===== config.mk =====
export PLATFORM = sky130hd
export DESIGN_NAME = dual_fetch_unit_flat
export DESIGN_NICKNAME = d
export VERILOG_FILES = /design/src/rtl/dual_fetch_unit_pkg.sv /design/src/rtl/dual_fetch_unit_if.sv /design/src/rtl/dual_fetch_unit_ifid_pair_reg.sv /design/src/rtl/dual_fetch_unit.sv /design/src/flat_wrapper.sv
export SDC_FILE = /design/constraint.sdc
export NUM_CORES = 1
export LEC_CHECK = 0
export ABC_AREA = 0
export CORE_ASPECT_RATIO = 0.8
export CORE_MARGIN = 4
export CORE_UTILIZATION = 43
export DETAILED_ROUTE_END_ITERATION = 10
export PLACE_DENSITY = 0.8
export SLEW_MARGIN = 5
export SYNTH_ARGS = -nofsm -noshare
export SYNTH_HDL_FRONTEND = slang
export SYNTH_SLANG_ARGS = --single-unit

===== constraint.sdc =====
create_clock -name clk -period 6.82 [get_ports clk]
set_input_delay 1.364 -clock clk [delete_from_list [all_inputs] [get_ports clk]]
set_output_delay 1.364 -clock clk [all_outputs]
set_load 0.05 [all_outputs]

===== src/rtl/dual_fetch_unit_pkg.sv =====
// rtl/dual_fetch_unit_pkg.sv - shared constants, fetch action type and decode helper
package dual_fetch_unit_pkg;

  localparam logic [31:0] PC_STEP          = 32'd8;
  localparam logic [31:0] FETCH_ALIGN_MASK = ~32'h7;
  localparam logic [31:0] DEFAULT_NOP_WORD = 32'h0000_0000;

  typedef enum logic [1:0] {
    ACT_ADVANCE  = 2'd0,
    ACT_STALL    = 2'd1,
    ACT_REDIRECT = 2'd2
  } fetch_act_e;

  // A redirect overrides a concurrent stall so a taken branch is never lost.
  function automatic fetch_act_e decode_act(input logic redirect, input logic stall);
    if (redirect) return ACT_REDIRECT;
    if (stall) return ACT_STALL;
    return ACT_ADVANCE;
  endfunction

endpackage


===== src/rtl/dual_fetch_unit_if.sv =====
// rtl/dual_fetch_unit_if.sv - control, instruction memory and IF/ID bus of the fetch unit
interface dual_fetch_unit_if #(
  parameter int COUNT_W = 16
);
  logic               stall;
  logic               redirect;
  logic [31:0]        redirect_pc;
  logic [31:0]        imem_addr;
  logic [31:0]        imem_instr1;
  logic [31:0]        imem_instr2;
  logic [31:0]        id_instr0;
  logic [31:0]        id_instr1;
  logic               id_valid0;
  logic               id_valid1;
  logic [31:0]        id_pc;
  logic [COUNT_W-1:0] fetch_count;

  modport master (
    input  stall, redirect, redirect_pc, imem_instr1, imem_instr2,
    output imem_addr, id_instr0, id_instr1, id_valid0, id_valid1, id_pc, fetch_count
  );

  modport slave (
    output stall, redirect, redirect_pc, imem_instr1, imem_instr2,
    input  imem_addr, id_instr0, id_instr1, id_valid0, id_valid1, id_pc, fetch_count
  );
endinterface


===== src/rtl/dual_fetch_unit_ifid_pair_reg.sv =====
// rtl/dual_fetch_unit_ifid_pair_reg.sv - IF/ID instruction pair register with hold, flush and slot-0 suppression
module dual_fetch_unit_ifid_pair_reg #(
  parameter logic [31:0] NOP_WORD = 32'h0000_0000
) (
  input  logic        clk,
  input  logic        reset,
  input  logic        hold,
  input  logic        flush,
  input  logic        slot0_en,
  input  logic [31:0] pc_in,
  input  logic [31:0] instr_lo,
  input  logic [31:0] instr_hi,
  output logic [31:0] id_instr0,
  output logic [31:0] id_instr1,
  output logic        id_valid0,
  output logic        id_valid1,
  output logic [31:0] id_pc
);

  logic [31:0] instr0_q, instr0_d, instr1_q, instr1_d, pc_q, pc_d;
  logic        valid0_q, valid0_d, valid1_q, valid1_d;

  // Flush leaves id_pc alone; it is meaningless while both slots are invalid.
  always_comb begin
    instr0_d = instr0_q;
    instr1_d = instr1_q;
    valid0_d = valid0_q;
    valid1_d = valid1_q;
    pc_d     = pc_q;
    if (flush) begin
      instr0_d = NOP_WORD;
      instr1_d = NOP_WORD;
      valid0_d = 1'b0;
      valid1_d = 1'b0;
    end else if (!hold) begin
      instr0_d = slot0_en ? instr_lo : NOP_WORD;
      valid0_d = slot0_en;
      instr1_d = instr_hi;
      valid1_d = 1'b1;
      pc_d     = pc_in;
    end
  end

  always_ff @(posedge clk or posedge reset) begin
    if (reset) begin
      instr0_q <= NOP_WORD;
      instr1_q <= NOP_WORD;
      valid0_q <= 1'b0;
      valid1_q <= 1'b0;
      pc_q     <= 32'h0;
    end else begin
      instr0_q <= instr0_d;
      instr1_q <= instr1_d;
      valid0_q <= valid0_d;
      valid1_q <= valid1_d;
      pc_q     <= pc_d;
    end
  end

  assign id_instr0 = instr0_q;
  assign id_instr1 = instr1_q;
  assign id_valid0 = valid0_q;
  assign id_valid1 = valid1_q;
  assign id_pc     = pc_q;

endmodule


===== src/rtl/dual_fetch_unit.sv =====
// rtl/dual_fetch_unit.sv - dual-word fetch initiator: PC, odd-slot skip and issued-pair counter
module dual_fetch_unit
  import dual_fetch_unit_pkg::*;
#(
  parameter logic [31:0] RESET_PC = 32'h0000_0000,
  parameter int          COUNT_W  = 16,
  parameter logic [31:0] NOP_WORD = DEFAULT_NOP_WORD
) (
  input  logic             clk,
  input  logic             reset,
  dual_fetch_unit_if.master bus
);

  localparam logic [31:0] RESET_PC_ALIGNED = RESET_PC & FETCH_ALIGN_MASK;
  localparam logic [28:0] PC_INCR          = 29'(PC_STEP >> 3);

  logic [28:0]        pc_q, pc_d;
  logic               skip_lo_q, skip_lo_d;
  logic [COUNT_W-1:0] fetch_count_q, fetch_count_d;
  fetch_act_e         act;
  logic               unused_redirect_bits;

  assign unused_redirect_bits = ^bus.redirect_pc[1:0];

  always_comb begin
    act           = decode_act(bus.redirect, bus.stall);
    pc_d          = pc_q;
    skip_lo_d     = skip_lo_q;
    fetch_count_d = fetch_count_q;
    case (act)
      // Word-granular target: fetch the aligned pair, drop its low word once.
      ACT_REDIRECT: begin
        pc_d      = bus.redirect_pc[31:3];
        skip_lo_d = bus.redirect_pc[2];
      end
      ACT_ADVANCE: begin
        pc_d          = pc_q + PC_INCR;
        skip_lo_d     = 1'b0;
        fetch_count_d = fetch_count_q + COUNT_W'(1);
      end
      default: ;
    endcase
  end

  always_ff @(posedge clk or posedge reset) begin
    if (reset) begin
      pc_q          <= RESET_PC_ALIGNED[31:3];
      skip_lo_q     <= 1'b0;
      fetch_count_q <= '0;
    end else begin
      pc_q          <= pc_d;
      skip_lo_q     <= skip_lo_d;
      fetch_count_q <= fetch_count_d;
    end
  end

  assign bus.imem_addr   = {pc_q, 3'b000};
  assign bus.fetch_count = fetch_count_q;

  dual_fetch_unit_ifid_pair_reg #(
    .NOP_WORD(NOP_WORD)
  ) u_ifid (
    .clk      (clk),
    .reset    (reset),
    .hold     (act == ACT_STALL),
    .flush    (act == ACT_REDIRECT),
    .slot0_en (~skip_lo_q),
    .pc_in    ({pc_q, 3'b000}),
    .instr_lo (bus.imem_instr1),
    .instr_hi (bus.imem_instr2),
    .id_instr0(bus.id_instr0),
    .id_instr1(bus.id_instr1),
    .id_valid0(bus.id_valid0),
    .id_valid1(bus.id_valid1),
    .id_pc    (bus.id_pc)
  );

endmodule


===== src/flat_wrapper.sv =====
// flat-port wrapper written by rule: the top's interface ports become plain ports
module dual_fetch_unit_flat import dual_fetch_unit_pkg::*;
#(
  parameter logic [31:0] RESET_PC = 32'h0000_0000,
  parameter int          COUNT_W  = 16,
  parameter logic [31:0] NOP_WORD = DEFAULT_NOP_WORD
)
  (clk, reset, bus_stall, bus_redirect, bus_redirect_pc, bus_imem_instr1, bus_imem_instr2, bus_imem_addr, bus_id_instr0, bus_id_instr1, bus_id_valid0, bus_id_valid1, bus_id_pc, bus_fetch_count);
  dual_fetch_unit_if #(.COUNT_W(COUNT_W)) bus_i ();
  input  logic clk;
  input  logic reset;
  input wire logic [$bits(bus_i.stall)-1:0] bus_stall;
  input wire logic [$bits(bus_i.redirect)-1:0] bus_redirect;
  input wire logic [$bits(bus_i.redirect_pc)-1:0] bus_redirect_pc;
  input wire logic [$bits(bus_i.imem_instr1)-1:0] bus_imem_instr1;
  input wire logic [$bits(bus_i.imem_instr2)-1:0] bus_imem_instr2;
  output wire logic [$bits(bus_i.imem_addr)-1:0] bus_imem_addr;
  output wire logic [$bits(bus_i.id_instr0)-1:0] bus_id_instr0;
  output wire logic [$bits(bus_i.id_instr1)-1:0] bus_id_instr1;
  output wire logic [$bits(bus_i.id_valid0)-1:0] bus_id_valid0;
  output wire logic [$bits(bus_i.id_valid1)-1:0] bus_id_valid1;
  output wire logic [$bits(bus_i.id_pc)-1:0] bus_id_pc;
  output wire logic [$bits(bus_i.fetch_count)-1:0] bus_fetch_count;
  assign bus_i.stall = bus_stall;
  assign bus_i.redirect = bus_redirect;
  assign bus_i.redirect_pc = bus_redirect_pc;
  assign bus_i.imem_instr1 = bus_imem_instr1;
  assign bus_i.imem_instr2 = bus_imem_instr2;
  assign bus_imem_addr = bus_i.imem_addr;
  assign bus_id_instr0 = bus_i.id_instr0;
  assign bus_id_instr1 = bus_i.id_instr1;
  assign bus_id_valid0 = bus_i.id_valid0;
  assign bus_id_valid1 = bus_i.id_valid1;
  assign bus_id_pc = bus_i.id_pc;
  assign bus_fetch_count = bus_i.fetch_count;
  dual_fetch_unit #(.RESET_PC(RESET_PC), .COUNT_W(COUNT_W), .NOP_WORD(NOP_WORD)) u_core (.clk(clk), .reset(reset), .bus(bus_i));
endmodule

==> metrics.csv, run 1 <==
stage,metric,value,unit
routing,drt_wl_total,17.1,mm
grt,grt_antenna_before_repair,0,
final_layout,diodes,0,
final_layout,final_cells,927,
final_layout,drive_gt1_frac,0.102,
clock_tree,cts_root_buffer,clkbuf_16,
critical_path,worst-endpoint-arrival,3.71,ns
grt,grt_use_total,0.218,
grt,grt_pass1_vias,5392,
critical_path,required,7.15,ns
sta,min_period_over_period,0.496,
routing,drt_first_pass_iters,4,
power_and_ir_drop,power_density,295,mW/mm²
clock_tree,clkSinkCount,141,
placed_design,dp_cells,895,
sta,hold_viol,0,
clock_tree,clock_latency,0.42,ns
sta,rsz0062_at_grt,false,
synthesis,synthCells,507,
clock_tree,clk_pin_slew,0.06,ns
clock_tree,post_cts_resized,0,
critical_path,cp_common_cell,or4_1,
clock_tree,post_cts_buffers,0,
die,core,0.0136,mm²
synthesis,synth_ff_type,dfrtp_1,
run,maxCapViolCount,0,
sta,max_slew_margin,0.313,
critical_path,slowest_stage,or4_1,
synthesis,synth_area_leader_cell,dfrtp_1,
power_and_ir_drop,leakage,0.00391,µW
die,boundaryPins,246,
synthesis,synth_area_leaders,"dfrtp_1 (59%), mux2_2 (5.8%), mux2i_1 (5.5%), a22o_1 (4.8%), nor2_1 (3.1%)",
grt,grtUsageMet2,0.353,
die,row_count,38,
critical_path,crit_family,simple AND/OR/NAND/NOR gates,
critical_path,critPathBufInv,2,
die,die_area,0.0160,mm²
synthesis,yosysWarnings,0,
clock_tree,hold_buffers,0,
power_and_ir_drop,p_comb_frac,0.277,
grt,met3_usage,0.0842,
status,status,completed,
die,die_w,140,µm
die,start_util,0.442,
grt,busiest_layer,met2,
routing,drtAntennaViolNets,0,
routing,wl_per_cell,18.4,µm
sta,drv_slew,0,
sta,finalSetupViolations,0,
routing,drtIter0Drc,252,
sta,finalSetupTns,0,ns
routing,vias,4923,
synthesis,syn_area,0.00602,mm²
power_and_ir_drop,p_clk_frac,0.345,
placed_design,portBuffers,237,
critical_path,cp_slowest_stage_delay,0.82,ns
grt,grt_pass1_wl,28.0,mm
synthesis,synth-seq-cells,141,
final_layout,area_growth,50.8,%
synthesis,async_reset_ff_frac,1.00,
power_and_ir_drop,switching_share,0.343,
sta,fmax,296,MHz
sta,finalCriticalPeriod,3.38,ns
grt,overflow,0,
critical_path,worstSetupPathType,primary input to flip-flop,
synthesis,yosysTopAreaCellShare,0.586,
grt,grt_use_met1,0.266,
routing,routed_via_density,5.31,
die,die_y,114,µm
final_layout,fillCellCount,995,
synthesis,avgSynthCellArea,11.9,µm²
critical_path,crit_fanout,43,
routing,drc,0,
synthesis,ys_seq_area_frac,0.586,
synthesis,synth_edf_count,0,
power_and_ir_drop,p_switching,920,µW
sta,tightestPinTransition,1.03,ns
grt,grt_max_degree,100,
power_and_ir_drop,pwr-share-seq,0.379,
clock_tree,clockBufferDepth,2,
placed_design,gp_congestion,0.800,
clock_tree,numCtsBuffers,17,
synthesis,synth_cell_types,40,
final_layout,fin_nets,836,
critical_path,worstPathCellList,buf_2 -> buf_4 -> nand4b_4 -> or4_1 -> or4_1 -> a31oi_1,
critical_path,critPathLaunchType,primary input,
power_and_ir_drop,peakVddDrop,0.000197,V
min_path,hold_class,flip-flop to flip-flop,
power_and_ir_drop,p_int,1760,µW
critical_path,worstSetupEndpointType,flip-flop,
clock_tree,ctsHtreeMaxLevel,4,
sta,fin_skew,0.00751,ns
placed_design,place_hpwl,11.7,mm
clock_tree,cts_tree,done,
## registers in the layout (all words and copies together) (netlist names)
register	cells
u_core.u_ifid.id_instr0	32
u_core.u_ifid.id_instr1	32
u_core.u_ifid.id_pc	29
u_core.u_ifid.id_valid0	1
u_core.bus.fetch_count	16
u_core.u_ifid.id_valid1	1
u_core.pc_q	29
u_core.skip_lo_q	1
## cell usage after synthesis (2+ instances only)
| cell type | n |
|---|---|
| a21oi_1 | 2 |
| a22o_1 | 33 |
| a31oi_1 | 12 |
| and3_1 | 4 |
| and4_1 | 5 |
| buf_1 | 3 |
| buf_2 | 2 |
| buf_4 | 6 |
| buf_6 | 3 |
| clkbuf_1 | 24 |
| dfrtp_1 | 141 |
| ha_1 | 2 |
| inv_1 | 6 |
| mux2_2 | 31 |
| mux2i_1 | 33 |
| nand2_1 | 30 |
| nand3_1 | 18 |
| nand4_1 | 9 |
| nor2_1 | 50 |
| nor2b_1 | 2 |
| nor3_1 | 5 |
| nor4_1 | 4 |
| o211ai_1 | 3 |
| o21ai_0 | 13 |
| o31ai_1 | 11 |
| or3_1 | 2 |
| or4_1 | 16 |
| xnor2_1 | 15 |
| xor2_1 | 11 |
## per-layer routing
layer,wire [µm],share of wire,vias up
met5,0,0,-
met4,395,0.023,0
met3,1660,0.097,33
met2,8120,0.48,222
met1,6890,0.40,2394
li1,-,-,2274
## per-stage QoR
stage / hold slack [ns] / setup slack, ns / area [µm²] / power [µW] / util
after global routing: 0.494 / 3.32 / 9090 / 2790 / 0.666
after detailed placement: 0.466 / 3.01 / 8490 / 1770 / 0.622
after floorplan: 0.467 / 1.67 / 6040 / 1480 / -
after CTS: 0.474 / 3.44 / 9080 / 2700 / 0.666
final: 0.474 / 3.44 / 9090 / 2680 / 0.666
after global placement: 0.457 / 3.10 / 8490 / 1760 / 0.622
## final timing paths
| check | from | endpoint | slack, ns | cells past startpoint |
|---|---|---|---|---|
| hold reg to reg | u_core.bus.fetch_count[15] | u_core.bus.fetch_count[15] | 0.47 | 1 |
| setup reg to reg | u_core.pc_q[5] | u_core.pc_q[21] | 4.42 | 4 |
| setup / recovery | bus_stall | u_core.pc_q[21] | 3.44 | 6 |
| hold / removal | u_core.bus.fetch_count[15] | u_core.bus.fetch_count[15] | 0.47 | 1 |
| min in group asynchronous | reset | u_core.u_ifid.id_instr1[10] | 1.53 | 2 |
| max in group asynchronous | reset | u_core.u_ifid.id_pc[21] | 4.18 | 3 |
## power by group through the flow
stage	clock network (µW)	registers (µW)	logic [µW]
6_report	923	1010	742
5_1_grt	978	1030	778
4_1_cts	940	1010	748
3_5_place_dp	0	1030	743
3_3_place_gp	0	1020	736
2_1_floorplan	0	1320	161
## kinds of logic (layout without fill, tap and decap cells)
logic type	count (synthesis)	after routing	synth area share
AO/OA/AOI/OAI	77	77	0.0943
XOR/XNOR	26	26	0.0378
adder cells (fa/ha/maj)	2	2	0.00415
buffers and inverters	45	280	0.0359
flip-flops	141	141	0.586
multiplexers	64	64	0.113
other	1	6	0.000622
AND/OR/NAND/NOR	151	151	0.129
## placed cells by master, fill, tap and decap left out, types with 6 or more instances in the layout
cell type        Yosys  routed
nand4_1              9       9
o21ai_0             13      13
clkbuf_16            0      17
conb_1               1       6
a22o_1              33      33
mux2i_1             33      33
nand2_1             30      30
xnor2_1             15      15
a31oi_1             12      12
or4_1               16      16
dfrtp_1            141     141
nor2_1              50      49
o31ai_1             11      11
mux2_2              31      31
xor2_1              11      11
clkdlybuf4s50_1      0     235
nand3_1             18      18
## layout make-up
class,instances,area (µm²),share of cell area
flip-flops and latches,141,3530,0.388
repair buffers,241,2390,0.263
multi-input cells,326,2320,0.255
clock buffers,19,453,0.0498
well taps,180,225,0.0248
clock inverters,13,139,0.0153
inverters,7,31.3,0.00344
Power figures use the tool's default switching activity.
==> run 2, diff against run 1 <==
==> constraint.sdc (replaced) <==
create_clock -name clk -period 3.45 [get_ports clk]
set_input_delay 0.69 -clock clk [delete_from_list [all_inputs] [get_ports clk]]
set_output_delay 0.69 -clock clk [all_outputs]
set_load 0.05 [all_outputs]
==> run 2 against run 1 <==
Non-clock buffer count is 5 higher. Highest routed layer unchanged. Critical path depth is 5 lower. Via count is 0.33% higher. Register-to-register slack worse by 3.3 ns. Global-route usage is 0.22 points lower. Combinational power is 98% higher. Critical path type is now flip-flop to output pin. Sequential share of layout area is 0.19 points lower.
==> metrics.csv, run 2 (synthesis results as in run 1) <==
stage,metric,value,unit,change
critical_path,cp_num_cells,1,,-5
clock_tree,post_cts_buffers,0,,unchanged
sta,timing.final.ws_setup,0.971,ns,-2.47 ns
clock_tree,numCtsBuffers,17,,unchanged
grt,grt_use_met1,0.258,,-0.00723
critical_path,endpoint,bus_imem_addr[7],,
final_layout,final_area,0.00913,mm²,+0.50%
power_and_ir_drop,peakVddDrop,0.000535,V,+170%
routing,drt_wl_total,17.2,mm,+0.52%
grt,grt_pass1_wl,27.4,mm,-2.0%
die,boundaryPins,246,,unchanged
clock_tree,hold_buffers,0,,unchanged
clock_tree,cts_tree,done,,
sta,min_period_over_period,0.719,,
die,start_util,0.442,,unchanged
run,maxCapViolCount,0,,unchanged
clock_tree,post_cts_resized,0,,unchanged
clock_tree,clkSinkCount,141,,unchanged
min_path,hold_class,flip-flop to flip-flop,,
critical_path,worst-endpoint-arrival,1.79,ns,-1.92 ns
routing,drt_first_pass_iters,5,,+1
routing,drtAntennaViolNets,0,,unchanged
power_and_ir_drop,power_density,581,mW/mm²,+97%
grt,grt_max_degree,63,,-37%
routing,drc,0,,unchanged
final_layout,area_growth,51.6,%,
sta,max_slew_margin,0.452,,+0.138
critical_path,worstPathCellList,clkdlybuf4s50_1,,
grt,grtUsageMet2,0.360,,+0.00670
placed_design,postPlaceCellArea,0.00854,mm²,+0.57%
die,row_count,38,,unchanged
critical_path,required,2.76,ns,-4.39 ns
final_layout,fin_nets,841,,+0.60%
routing,routed_via_density,5.31,,-0.11%
sta,finalSetupTns,0,ns,unchanged
clock_tree,cts_root_buffer,clkbuf_16,,
critical_path,ff2ff_setup_slack,1.09,ns,-3.33 ns
clock_tree,clk_pin_slew,0.06,ns,about the same
routing,wl_per_cell,18.4,µm,about the same
sta,finalSetupViolations,0,,unchanged
sta,finalCriticalPeriod,2.48,ns,
placed_design,place_hpwl,12.3,mm,+5.2%
grt,met3_usage,0.0951,,+0.0109
die,die_area,0.0160,mm²,unchanged
critical_path,cp-startpoint,u_core.pc_q[4],,
final_layout,final_common_cell,clkdlybuf4s50_1,,
min_path,hold_depth,1,,unchanged
final_layout,diodes,0,,unchanged
critical_path,rr_startpoint,u_core.pc_q[5],,
grt,grt_antenna_before_repair,0,,unchanged
routing,drtIter0Drc,261,,+3.6%
grt,grt_use_total,0.216,,-0.00224
status,status,completed,,
sta,drv_slew,0,,unchanged
critical_path,crit_fanout,6,,-86%
critical_path,critPathBufInv,1,,-1
placed_design,portBuffers,237,,unchanged
grt,overflow,0,,unchanged
critical_path,worstSetupEndpointType,output pin,,
placed_design,gp_congestion,0.825,,+3.2%
grt,grt_pass1_vias,5172,,-4.1%
critical_path,slowest_stage,clkdlybuf4s50_1,,
die,die_w,140,µm,unchanged
power_and_ir_drop,leakage,0.00394,µW,+0.58%
clock_tree,ctsHtreeMaxLevel,4,,unchanged
critical_path,critPathLaunchType,flip-flop,,
critical_path,r2r-end,u_core.pc_q[25],,
sta,fin_skew,0.0107,ns,+0.00320 ns
critical_path,crit_family,buffers and inverters,,
sta,hold_viol,0,,unchanged
final_layout,drive_gt1_frac,0.107,,+0.00478
die,die_y,114,µm,unchanged
die,core,0.0136,mm²,unchanged
critical_path,cp_slowest_stage_delay,0.87,ns,+0.05 ns
routing,vias,4939,,+0.33%
critical_path,r2r_cells,4,,unchanged
sta,tightestPinTransition,0.821,ns,-0.206 ns
placed_design,dp_slack,0.764,ns,-2.24 ns
clock_tree,clock_latency,0.41,ns,about the same
sta,fmax,403,MHz,
grt,busiest_layer,met2,,
sta,rsz0062_at_grt,false,,
clock_tree,clockBufferDepth,2,,unchanged
critical_path,worstSetupPathType,flip-flop to output pin,,
final_layout,final_cell_mix,"clkdlybuf4s50_1 (235), dfrtp_1 (141), nor2_1 (49)",,
==> run 2: worst min-delay path by stage <==
stage                                           from                    endpoint  slack (ns)
final                        u_core.u_ifid.id_valid0     u_core.u_ifid.id_valid0        0.48
after global routing         u_core.u_ifid.id_valid0     u_core.u_ifid.id_valid0        0.50
after CTS                    u_core.u_ifid.id_valid0     u_core.u_ifid.id_valid0        0.48
after detailed placement     u_core.u_ifid.id_valid0     u_core.u_ifid.id_valid0        0.47
after global placement    u_core.bus.fetch_count[15]  u_core.bus.fetch_count[15]        0.46
after floorplan                     u_core.skip_lo_q            u_core.skip_lo_q        0.47
==> run 2: power breakdown <==
part           total (µW)  internal [µW]  switching, µW
sequential           2010           1830            183
combinational        1470            550            921
clock                1820           1140            685
total                5300           3510           1790
==> run 2: cell type report <==
cell class / instances / area, µm²
inverter: 7 / 30.0
fill: 999 / 4510
sequential: 141 / 3530
clock inverter: 10 / 113
timing repair buffer: 246 / 2440
clock buffer: 21 / 480
multi-input combinational: 326 / 2310
tap: 180 / 225
==> run 2: layer usage <==
layer,vias up,share of wire
met5,-,0
met4,0,0.011
met3,14,0.10
met2,205,0.50
met1,2441,0.39
li1,2279,-
==> run 2: metrics by stage <==
stage / utilization / instances / hold WS, ns / total power [µW]
floorplan: - / 512 / 0.467 / 2920
CTS: 0.669 / 931 / 0.478 / 5360
global placement: 0.626 / 900 / 0.456 / 3480
global route: 0.669 / 931 / 0.499 / 5530
finish: 0.669 / 931 / 0.475 / 5300
detailed placement: 0.626 / 900 / 0.465 / 3510
